[src/rtl/dmem_access_ctrl.sv]
// -----------------------------------------------------------------------------
// dmem_access_ctrl
//
// Memory-stage data-access controller. Turns an aligned load/store sitting in
// the M stage into a req/ack transaction on the data-memory bus, stalls the
// pipeline while the access is outstanding, pulses completion for one cycle,
// keeps the last load data in a register for the W-stage mux, and flags
// misaligned accesses and bus timeouts.
//
// Ports
//   clk, reset_n   core clock (rising edge), asynchronous active-low reset
//   cmd_inM        M-stage command: 2'b11 load, 2'b10 store, 2'b0x no access
//   flashM         M stage is being flushed; blocks starting a new access
//   addrM, wdataM  byte address and store data from the M stage
//   dmem_req       registered bus request
//   dmem_we        1 store / 0 load, valid while dmem_req
//   dmem_addr      latched word address (bits [1:0] always 0)
//   dmem_wdata     latched store data
//   dmem_ack       bus acknowledge; dmem_rdata valid in the same cycle
//   dmem_rdata     load data from the bus
//   stall_out      freeze the pipeline (hazard unit stall_in)
//   done_out       one-cycle completion pulse (hazard unit done_in)
//   rdata_out      last load data, registered
//   misalign_out   access in M has a non-word-aligned address
//   bus_err_out    one-cycle pulse: the access was abandoned on timeout
//
// Parameters
//   TIMEOUT        BUSY cycles without ack before the access is abandoned
//                  (1..255)
// -----------------------------------------------------------------------------
module dmem_access_ctrl #(
   parameter int unsigned TIMEOUT = 255
) (
   input  logic        clk,
   input  logic        reset_n,
   input  logic [1:0]  cmd_inM,
   input  logic        flashM,
   input  logic [31:0] addrM,
   input  logic [31:0] wdataM,
   output logic        dmem_req,
   output logic        dmem_we,
   output logic [31:0] dmem_addr,
   output logic [31:0] dmem_wdata,
   input  logic        dmem_ack,
   input  logic [31:0] dmem_rdata,
   output logic        stall_out,
   output logic        done_out,
   output logic [31:0] rdata_out,
   output logic        misalign_out,
   output logic        bus_err_out
);

   typedef enum logic [1:0] {
      IDLE = 2'd0,
      BUSY = 2'd1,
      DONE = 2'd2
   } state_t;

   // The counter holds the number of BUSY cycles already spent without ack,
   // so the TIMEOUT-th such cycle is the one where it reads TIMEOUT-1.
   localparam logic [7:0] CNT_LAST = 8'(TIMEOUT - 1);

   state_t     state;
   state_t     state_nxt;
   logic [7:0] cnt;
   logic       err;
   logic       aligned;
   logic       start;
   logic       timeout_hit;

   assign aligned      = (addrM[1:0] == 2'b00);
   assign start        = (state == IDLE) && cmd_inM[1] && !flashM && aligned;
   assign timeout_hit  = (state == BUSY) && !dmem_ack && (cnt == CNT_LAST);

   assign stall_out    = start || (state == BUSY);
   assign done_out     = (state == DONE);
   assign bus_err_out  = (state == DONE) && err;
   assign misalign_out = cmd_inM[1] && !aligned;

   // NOTE: every output of a combinational block gets a default on entry; a
   // path that leaves it unassigned would infer a latch.
   always_comb begin
      state_nxt = state;
      unique case (state)
         IDLE: if (start) state_nxt = BUSY;
         BUSY: if (dmem_ack || timeout_hit) state_nxt = DONE;
         DONE: state_nxt = IDLE;
         default: state_nxt = IDLE;
      endcase
   end

   // NOTE: state is updated with non-blocking assignments so every register
   // samples the pre-edge values, independent of statement order.
   always_ff @(posedge clk or negedge reset_n) begin
      if (!reset_n) begin
         state <= IDLE;
      end else begin
         state <= state_nxt;
      end
   end

   always_ff @(posedge clk or negedge reset_n) begin
      if (!reset_n) begin
         dmem_req   <= 1'b0;
         dmem_we    <= 1'b0;
         dmem_addr  <= '0;
         dmem_wdata <= '0;
         rdata_out  <= '0;
         err        <= 1'b0;
         cnt        <= '0;
      end else begin
         unique case (state)
            IDLE: begin
               if (start) begin
                  dmem_req   <= 1'b1;
                  dmem_we    <= ~cmd_inM[0];
                  dmem_addr  <= {addrM[31:2], 2'b00};
                  dmem_wdata <= wdataM;
                  cnt        <= '0;
               end
            end
            BUSY: begin
               if (dmem_ack) begin
                  dmem_req <= 1'b0;
                  if (!dmem_we) rdata_out <= dmem_rdata;
               end else if (timeout_hit) begin
                  dmem_req <= 1'b0;
                  err      <= 1'b1;
               end else if (cnt != 8'hFF) begin
                  cnt <= cnt + 8'd1;
               end
            end
            DONE: begin
               err <= 1'b0;
            end
            default: begin
               dmem_req <= 1'b0;
               err      <= 1'b0;
            end
         endcase
      end
   end

endmodule
[config.mk]
export PLATFORM = sky130hd
export DESIGN_NAME = dmem_access_ctrl
export DESIGN_NICKNAME = d
export VERILOG_FILES = /design/src/rtl/dmem_access_ctrl.sv
export SDC_FILE = /design/constraint.sdc
export NUM_CORES = 1
export LEC_CHECK = 0
export CORE_MARGIN = 2
export CORE_UTILIZATION = 44
export DETAILED_ROUTE_END_ITERATION = 10
export GPL_ROUTABILITY_DRIVEN = 0
export PLACE_DENSITY = 0.93
export SYNTH_ARGS = -nofsm -noshare
export SYNTH_HDL_FRONTEND = slang
export SYNTH_SLANG_ARGS = --single-unit
[constraint.sdc]
create_clock -name clk -period 3.48 [get_ports clk]
set_input_delay 0.696 -clock clk [delete_from_list [all_inputs] [get_ports clk]]
set_output_delay 0.696 -clock clk [all_outputs]
set_load 0.02 [all_outputs]
==> results of run 1 <==
-- path summary, 6_finish.rpt --
check,endpoint,slack [ns],cells after the start,start
setup / recovery,stall_out,0.51,5,cmd_inM[1]
setup reg to reg,cnt[5],1.22,5,state[1]
hold reg to reg,rdata_out[12],0.51,1,rdata_out[12]
hold / removal,dmem_addr[25],0.34,1,reset_n
min in group clk,rdata_out[12],0.51,1,rdata_out[12]
max in group asynchronous,rdata_out[3],2.40,2,reset_n
-- placed cells by master, fill, tap and decap left out, types with 2 or more instances in the layout --
| cell | instances |
|---|---|
| clkdlybuf4s50_1 | 200 |
| a221o_1 | 2 |
| nand4_1 | 2 |
| mux2_2 | 93 |
| a211oi_1 | 2 |
| o21ai_0 | 6 |
| clkbuf_8 | 9 |
| and3_1 | 4 |
| a211o_1 | 2 |
| nor2_1 | 4 |
| a21o_1 | 2 |
| inv_6 | 3 |
| a2111oi_0 | 3 |
| and2_1 | 3 |
| buf_4 | 4 |
| nand2_1 | 4 |
| o31ai_1 | 2 |
| nand3_1 | 3 |
| inv_1 | 2 |
| conb_1 | 2 |
| ha_1 | 2 |
| nor2b_1 | 3 |
| clkinv_2 | 2 |
| dfrtp_1 | 107 |
| o22a_1 | 2 |
-- metal layers --
layer / wire (um) / track usage
met1: 3854 / 0.2179
met2: 5160 / 0.3396
met3: 663 / 0.04514
met4: 265 / 0.07590
met5: 0 / 0
-- area by class of cell --
| type | instances | area (sq um) |
|---|---|---|
| clock buffers | 9 | 123.9 |
| clock inverters | 7 | 73.82 |
| fillers | 650 | 2701 |
| inverters | 2 | 7.507 |
| multi-input cells | 155 | 1486 |
| flip-flops and latches | 107 | 2678 |
| well taps | 129 | 161.4 |
| repair buffers | 205 | 2052 |
-- power by group through the flow --
stage | clock network, W | logic (W) | registers, W
2_1_floorplan | 0 | 0.000356 | 0.00224
3_3_place_gp | 0 | 0.00168 | 0.00180
3_5_place_dp | 0 | 0.00172 | 0.00183
4_1_cts | 0.000787 | 0.00173 | 0.00181
5_1_grt | 0.000831 | 0.00180 | 0.00185
6_report | 0.000763 | 0.00171 | 0.00180
-- through the flow --
stage	std cells	worst slack, ns	power, W	instance area (sq um)
after global routing	614	0.4111	0.004477	6583
after floorplan	277	1.270	0.002592	4227
final	614	0.5139	0.004269	6583
after CTS	614	0.5026	0.004319	6583
after global placement	598	0.5422	0.003480	6385
after detailed placement	598	0.5141	0.003551	6385
-- registers in the layout, indices dropped and copies added (netlist names) --
signal      flops
dmem_we         1
cnt             8
dmem_wdata     32
rdata_out      32
dmem_req        1
dmem_addr      30
err             1
state           2
-- worst register-to-register path: stages, from the launching register on --
cell and delay (ns):
dfrtp_1 0.46, nor4b_4 0.37, nand2_2 0.12, buf_4 0.33
a221o_1 0.50, a221o_1 0.37
-- logic make-up (layout without fill, tap and decap cells) --
group / Yosys count / after routing
adders and majority gates: 2 / 2
and+or+nand+nor: 30 / 30
buffers and inverters: 15 / 223
muxes: 94 / 94
AOI/OAI and AO/OA: 27 / 27
other: 1 / 2
DFF: 107 / 107
==> metrics.log, run 1 <==
[metrics] HP Class: input port to asynchronous set/reset pin
[metrics] share of post-route cells with drive strength above 1: 0.2412
[metrics] mean instance size in the synthesized netlist: 15.30 sq um
[metrics] root buffer selected by CTS: clkbuf_8
[metrics] average wire per standard cell: 16.20 um
[metrics] PostCTS Resize Cnt: 0
[metrics] top cell types by occurrence after synthesis: dfrtp_1 (107), mux2_2 (93), buf_1 (6), o21ai_0 (6)
[metrics] combined buffer and inverter count along the critical path: 2
[metrics] antenna diode count: 0
[metrics] count leader, synth: dfrtp_1
[metrics] worst endpoint data arrival time: 2.27 ns
[metrics] share of the core filled with cells: 0.7090
[metrics] first-pass iteration count of the detailed router: 4
[metrics] number of H-tree levels: 3
[metrics] launching element type of the critical path: input port
[metrics] residual antenna-violating net count after detailed routing: 0
[metrics] detailed placement HPWL: 7582 um
[metrics] Worst Max-Slew Pin Slew: 0.6412 ns
[metrics] shortest period the worst path allows: 2.966 ns
[metrics] Die Footprint: 0.01040 sq mm
[metrics] I/O pin total: 204
[metrics] synthesized-area fraction occupied by ao, oa, aoi and oai cells: 0.04681
[metrics] number of global-route vias before repair: 3,201
[metrics] required time of the critical path: 2.78 ns
[metrics] sequential fraction of design power: 0.422
[metrics] Worst Path Max Fanout: 3
[metrics] dominant combinational cell family by area after synthesis: multiplexers
[metrics] fraction of power consumed by the clock network: 0.179
[metrics] number of buffers added by the clock tree synthesis step: 9
[metrics] cells along the critical path: clkdlybuf4s50_1 -> nor4b_4 -> nand2_2 -> nand2_1 -> clkdlybuf4s50_1
[metrics] Worst setup EP type: primary output
[metrics] crit-path leading delay family: buffers and inverters
[metrics] largest stage delay on the critical path: 0.61 ns
[metrics] summed negative setup slack over all endpoints: 0 ns
[metrics] pin count of the biggest net entering global routing: 59
[metrics] first-pass GRT wire length: 15,460 um
[metrics] number of remaining DRC errors: 0
[metrics] Clock Tree Buf Depth: 2
[metrics] number of sinks driven by the clock tree: 107
[metrics] DR vias: 3,019
[metrics] total wire length after detailed routing: 9944 um
[metrics] warning count from the yosys run: 0
[metrics] area overhead of the layout relative to synthesis: 55.88%
[metrics] Max IR drop VDD: 0.3166 mV
[metrics] die height: 102.0 um
[metrics] count of port buffers added during placement: 201
[metrics] # setup viols final: 0
[metrics] unrepaired setup endpoints after global routing: no
[metrics] Crit path top cell by count: clkdlybuf4s50_1
[metrics] worst setup path class: input port to primary output
[metrics] number of buffers inserted for hold repair after clock tree synthesis: 0
[metrics] cell type of the slowest stage on the worst timing path: clkdlybuf4s50_1
[metrics] proportion of netlist area held by the largest area contributor: 0.6341
[metrics] leakage power of the design: 2.779 nW
[metrics] Fmax achieved: 0.3371 GHz
[metrics] async set or reset register ratio after synthesis: 1.000
[metrics] Worst Hold Slack: 0.3399 ns
[metrics] leading area contributor after synthesis: dfrtp_1
[metrics] cell internal pwr: 0.002883 W
[metrics] Gate power share: 0.399
[metrics] post-route clock skew: 0.01539 ns
[metrics] die extent in x: 102.0 um
[metrics] area of the core: 0.009284 sq mm
[metrics] total congestion overflow after global routing: 0
[metrics] clock-pin slew on the worst setup and hold paths: 0.11 ns
[metrics] headroom to the max-slew limit: 0.5725
[metrics] synth top area cells: dfrtp_1 (63%), mux2_2 (25%), o21ai_0 (0.71%)
[metrics] post-synthesis sequential element count: 107
[metrics] count of pins over their slew limit: 0
[metrics] Final #Nets: 584
[metrics] cell row count: 35
[metrics] count of endpoints failing hold in the final timing report: 0
[metrics] total power per unit cell area: 648.6 mW/mm^2
[metrics] later-pin clock latency in the skew report: 0.36 ns
[metrics] sequential element share of the synthesized area: 0.6341
[metrics] TritonCTS clock tree: done
[metrics] number of antenna violations at the first check in global routing: 0
[metrics] flip-flop cell with the highest count after synthesis: dfrtp_1
[metrics] switching power total: 0.001386 W
[metrics] Gate Count Post-Synth: 276
[metrics] Post-Syn Area: 0.004223 sq mm
[metrics] detailed router's first-iteration violation count: 72
[metrics] synthesized-area fraction occupied by adder cells: 0.005926
[metrics] Sw Ratio: 0.3247
[metrics] Post-CTS Setup Inserts: 0
[metrics] synthesized-area fraction occupied by xor and xnor cells: 0
[metrics] Max Cap Viol: 0
[metrics] basic-gate share of the synthesized area counting and, or, nand and nor cells: 0.04533
[metrics] ratio of final minimum period to clock period: 0.8523
[metrics] post-DR vias/cell: 4.917
[metrics] mux cell area share after synthesis: 0.2507
[metrics] status: completed
[metrics] initial core utilization: 0.4549
[metrics] distinct cell type count after synthesis: 38
[metrics] gr usage total: 0.1892
[metrics] count of flip-flops with a built-in enable after synthesis: 0
(Power assumes the default switching activity.)
==> run 2, diff against run 1 <==
--- a/config.mk
+++ b/config.mk
@@ -6,10 +6,11 @@
 export NUM_CORES = 1
 export LEC_CHECK = 0
 export CORE_MARGIN = 2
-export CORE_UTILIZATION = 44
+export CORE_UTILIZATION = 45
+export CTS_BUF_LIST = sky130_fd_sc_hd__clkbuf_4
 export DETAILED_ROUTE_END_ITERATION = 10
 export GPL_ROUTABILITY_DRIVEN = 0
-export PLACE_DENSITY = 0.93
+export PLACE_DENSITY = 0.95
 export SYNTH_ARGS = -nofsm -noshare
 export SYNTH_HDL_FRONTEND = slang
 export SYNTH_SLANG_ARGS = --single-unit
==> run 2 against run 1 <==
Compared with the run above:
- global-route usage is 1.8 points higher
- register-to-register slack about the same
- via count increased by 2.7%
- critical endpoint unchanged
- first-iteration DRC count grew 83%
==> metrics.log, run 2 (synthesized netlist as in run 1, its figures left out) <==
[metrics] post-route clock skew: 0.01927 ns (was 0.01539 ns)
[metrics] number of buffers inserted for hold repair after clock tree synthesis: 0 (unchanged)
[metrics] post-DR vias/cell: 5.210 (was 4.917)
[metrics] Final #Nets: 583 (was 584)
[metrics] number of remaining DRC errors: 0 (unchanged)
[metrics] number of sinks driven by the clock tree: 107 (unchanged)
[metrics] layout filler cell count: 587 (was 650)
[metrics] pin count of the biggest net entering global routing: 72 (was 59)
[metrics] PostCTS Resize Cnt: 0 (unchanged)
[metrics] cell type of the slowest stage on the worst timing path: clkdlybuf4s50_1 (unchanged)
[metrics] routing usage on met1: 0.2356 (was 0.2179)
[metrics] Global Route met2 Usage: 0.3703 (was 0.3396)
[metrics] number of antenna violations at the first check in global routing: 0 (unchanged)
[metrics] ratio of final minimum period to clock period: 0.8715 (was 0.8523)
[metrics] summed negative setup slack over all endpoints: 0 ns (unchanged)
[metrics] post-route cell area: 0.006523 sq mm (was 0.006583 sq mm)
[metrics] instance area after placement: 0.006355 sq mm (was 0.006385 sq mm)
[metrics] number of global-route vias before repair: 3,280 (was 3,201)
[metrics] Worst setup EP type: primary output (unchanged)
[metrics] DR vias: 3,100 (was 3,019)
[metrics] gr usage total: 0.2074 (was 0.1892)
[metrics] antenna diode count: 0 (unchanged)
[metrics] residual antenna-violating net count after detailed routing: 0 (unchanged)
[metrics] unrepaired setup endpoints after global routing: no (unchanged)
[metrics] met3 usage: 0.06033 (was 0.04514)
[metrics] HP Class: input port to asynchronous set/reset pin (unchanged)
[metrics] area of the core: 0.009153 sq mm (was 0.009284 sq mm)
[metrics] Fmax achieved: 0.3297 GHz (was 0.3371 GHz)
[metrics] cell row count: 35 (unchanged)
[metrics] count of port buffers added during placement: 201 (unchanged)
[metrics] share of the core filled with cells: 0.7126 (was 0.7090)
[metrics] I/O pin total: 204 (unchanged)
[metrics] total design power: 0.004225 W (was 0.004269 W)
[metrics] Worst Hold Slack: 0.2167 ns (was 0.3399 ns)
[metrics] # setup viols final: 0 (unchanged)
[metrics] largest registers: dmem_wdata x32, rdata_out x32, dmem_addr x30 (unchanged)
[metrics] cells along the critical path: clkdlybuf4s50_1 -> nor4b_4 -> nand2_2 -> nand2_1 -> clkdlybuf4s50_1 (unchanged)
[metrics] clock-pin slew on the worst setup and hold paths: 0.18 ns (was 0.11 ns)
[metrics] die height: 100.9 um (was 102.0 um)
[metrics] area overhead of the layout relative to synthesis: 54.46% (was 55.88%)
[metrics] largest stage delay on the critical path: 0.64 ns (was 0.61 ns)
[metrics] Crit path top cell by count: clkdlybuf4s50_1 (unchanged)
[metrics] first-pass iteration count of the detailed router: 4 (unchanged)
[metrics] detailed router's first-iteration violation count: 132 (was 72)
[metrics] worst setup path class: input port to primary output (unchanged)
[metrics] Clock Tree Buf Depth: 2 (unchanged)
[metrics] Post-CTS Setup Inserts: 0 (unchanged)
[metrics] total congestion overflow after global routing: 0 (unchanged)
[metrics] TritonCTS clock tree: done (unchanged)
[metrics] count of endpoints failing hold in the final timing report: 0 (unchanged)
[metrics] number of buffers added by the clock tree synthesis step: 9 (unchanged)
[metrics] shortest period the worst path allows: 3.033 ns (was 2.966 ns)
[metrics] required time of the critical path: 2.78 ns (about the same)
[metrics] share of post-route cells with drive strength above 1: 0.2376 (was 0.2412)
[metrics] leakage power of the design: 2.760 nW (was 2.779 nW)
[metrics] count of pins over their slew limit: 0 (unchanged)
[metrics] launching element type of the critical path: input port (unchanged)
[metrics] commonest cells after routing, fill and taps aside: clkdlybuf4s50_1 (200), dfrtp_1 (107), mux2_2 (93), clkbuf_4 (9), o21ai_0 (6) (was clkdlybuf4s50_1 (200), dfrtp_1 (107), mux2_2 (93), clkbuf_8 (9), o21ai_0 (6))
[metrics] initial core utilization: 0.4614 (was 0.4549)
[metrics] root buffer selected by CTS: clkbuf_4 (was clkbuf_8)
[metrics] later-pin clock latency in the skew report: 0.46 ns (was 0.36 ns)
[metrics] number of H-tree levels: 3 (unchanged)
[metrics] total wire length after detailed routing: 10,510 um (was 9944 um)
[metrics] first-pass GRT wire length: 16,200 um (was 15,460 um)
[metrics] detailed placement HPWL: 7799 um (was 7582 um)
[metrics] worst endpoint data arrival time: 2.34 ns (was 2.27 ns)
[metrics] layer with the highest usage after global routing: met2 (unchanged)
[metrics] total power per unit cell area: 647.8 mW/mm^2 (was 648.6 mW/mm^2)
[metrics] Die Footprint: 0.01017 sq mm (was 0.01040 sq mm)
[metrics] headroom to the max-slew limit: 0.3987 (was 0.5725)
[metrics] Max IR drop VDD: 0.2914 mV (was 0.3166 mV)
[metrics] Worst Max-Slew Pin Slew: 0.9019 ns (was 0.6412 ns)
[metrics] Max Cap Viol: 0 (unchanged)
[metrics] Worst Path Max Fanout: 3 (unchanged)
[metrics] combined buffer and inverter count along the critical path: 2 (unchanged)
[metrics] most common cell after layout, fill and taps aside: clkdlybuf4s50_1 (unchanged)
[metrics] average wire per standard cell: 17.66 um (was 16.20 um)
[metrics] crit-path leading delay family: buffers and inverters (unchanged)
[metrics] status: completed (unchanged)
[metrics] die extent in x: 100.9 um (was 102.0 um)
[run 2: path summary, 6_finish.rpt]
path,from,to,slack [ns],depth (start not counted)
setup / recovery,cmd_inM[1],stall_out,0.45,5
hold / removal,reset_n,rdata_out[14],0.22,1
setup reg to reg,state[1],cnt[7],1.23,5
hold reg to reg,dmem_wdata[31],dmem_wdata[31],0.52,1
max in group asynchronous,reset_n,dmem_wdata[13],2.48,2
min in group clk,dmem_wdata[31],dmem_wdata[31],0.52,1
[run 2: worst reg2reg max path, stage by stage, from the launching register on]
cell,delay [ns]
dfrtp_1,0.49
nor4b_4,0.37
nand2_2,0.13
buf_4,0.40
a2111oi_0,0.65
a211o_1,0.17
[run 2: report_power, final]
part | switching, W | total [W] | internal, W
sequential | 0.000203 | 0.00180 | 0.00160
combinational | 0.000766 | 0.00171 | 0.000944
clock | 0.000417 | 0.000714 | 0.000297
total | 0.00139 | 0.00422 | 0.00284
[run 2: final cells by class]
class	instances	area (sq um)	area share
sequential	107	2678	0.4105
clock buffer	9	67.56	0.01036
inverter	2	7.507	0.001151
tap	111	138.9	0.02129
clock inverter	7	100.1	0.01535
multi-input combinational	155	1486	0.2279
timing repair buffer	204	2044	0.3134
[run 2: metal layers]
metal,vias to the layer above,part of all wire
met3,20,0.079
met1,1540,0.38
met5,-,0
met2,142,0.52
met4,0,0.022
li1,1398,-
[run 2: stage by stage]
stage                     setup WS (ns)  instances
final                            0.4471        595
after global routing             0.3946        595
after CTS                        0.4371        595
after detailed placement         0.4617        579
after global placement           0.5331        579
after floorplan                   1.270        277
==> run 3, diff against run 2 <==
--- a/config.mk
+++ b/config.mk
@@ -11,6 +11,7 @@
 export DETAILED_ROUTE_END_ITERATION = 10
 export GPL_ROUTABILITY_DRIVEN = 0
 export PLACE_DENSITY = 0.95
+export SLEW_MARGIN = 20
 export SYNTH_ARGS = -nofsm -noshare
 export SYNTH_HDL_FRONTEND = slang
 export SYNTH_SLANG_ARGS = --single-unit
==> results of run 3 <==
Final layout, timing and power as in run 2 (identical DEF).
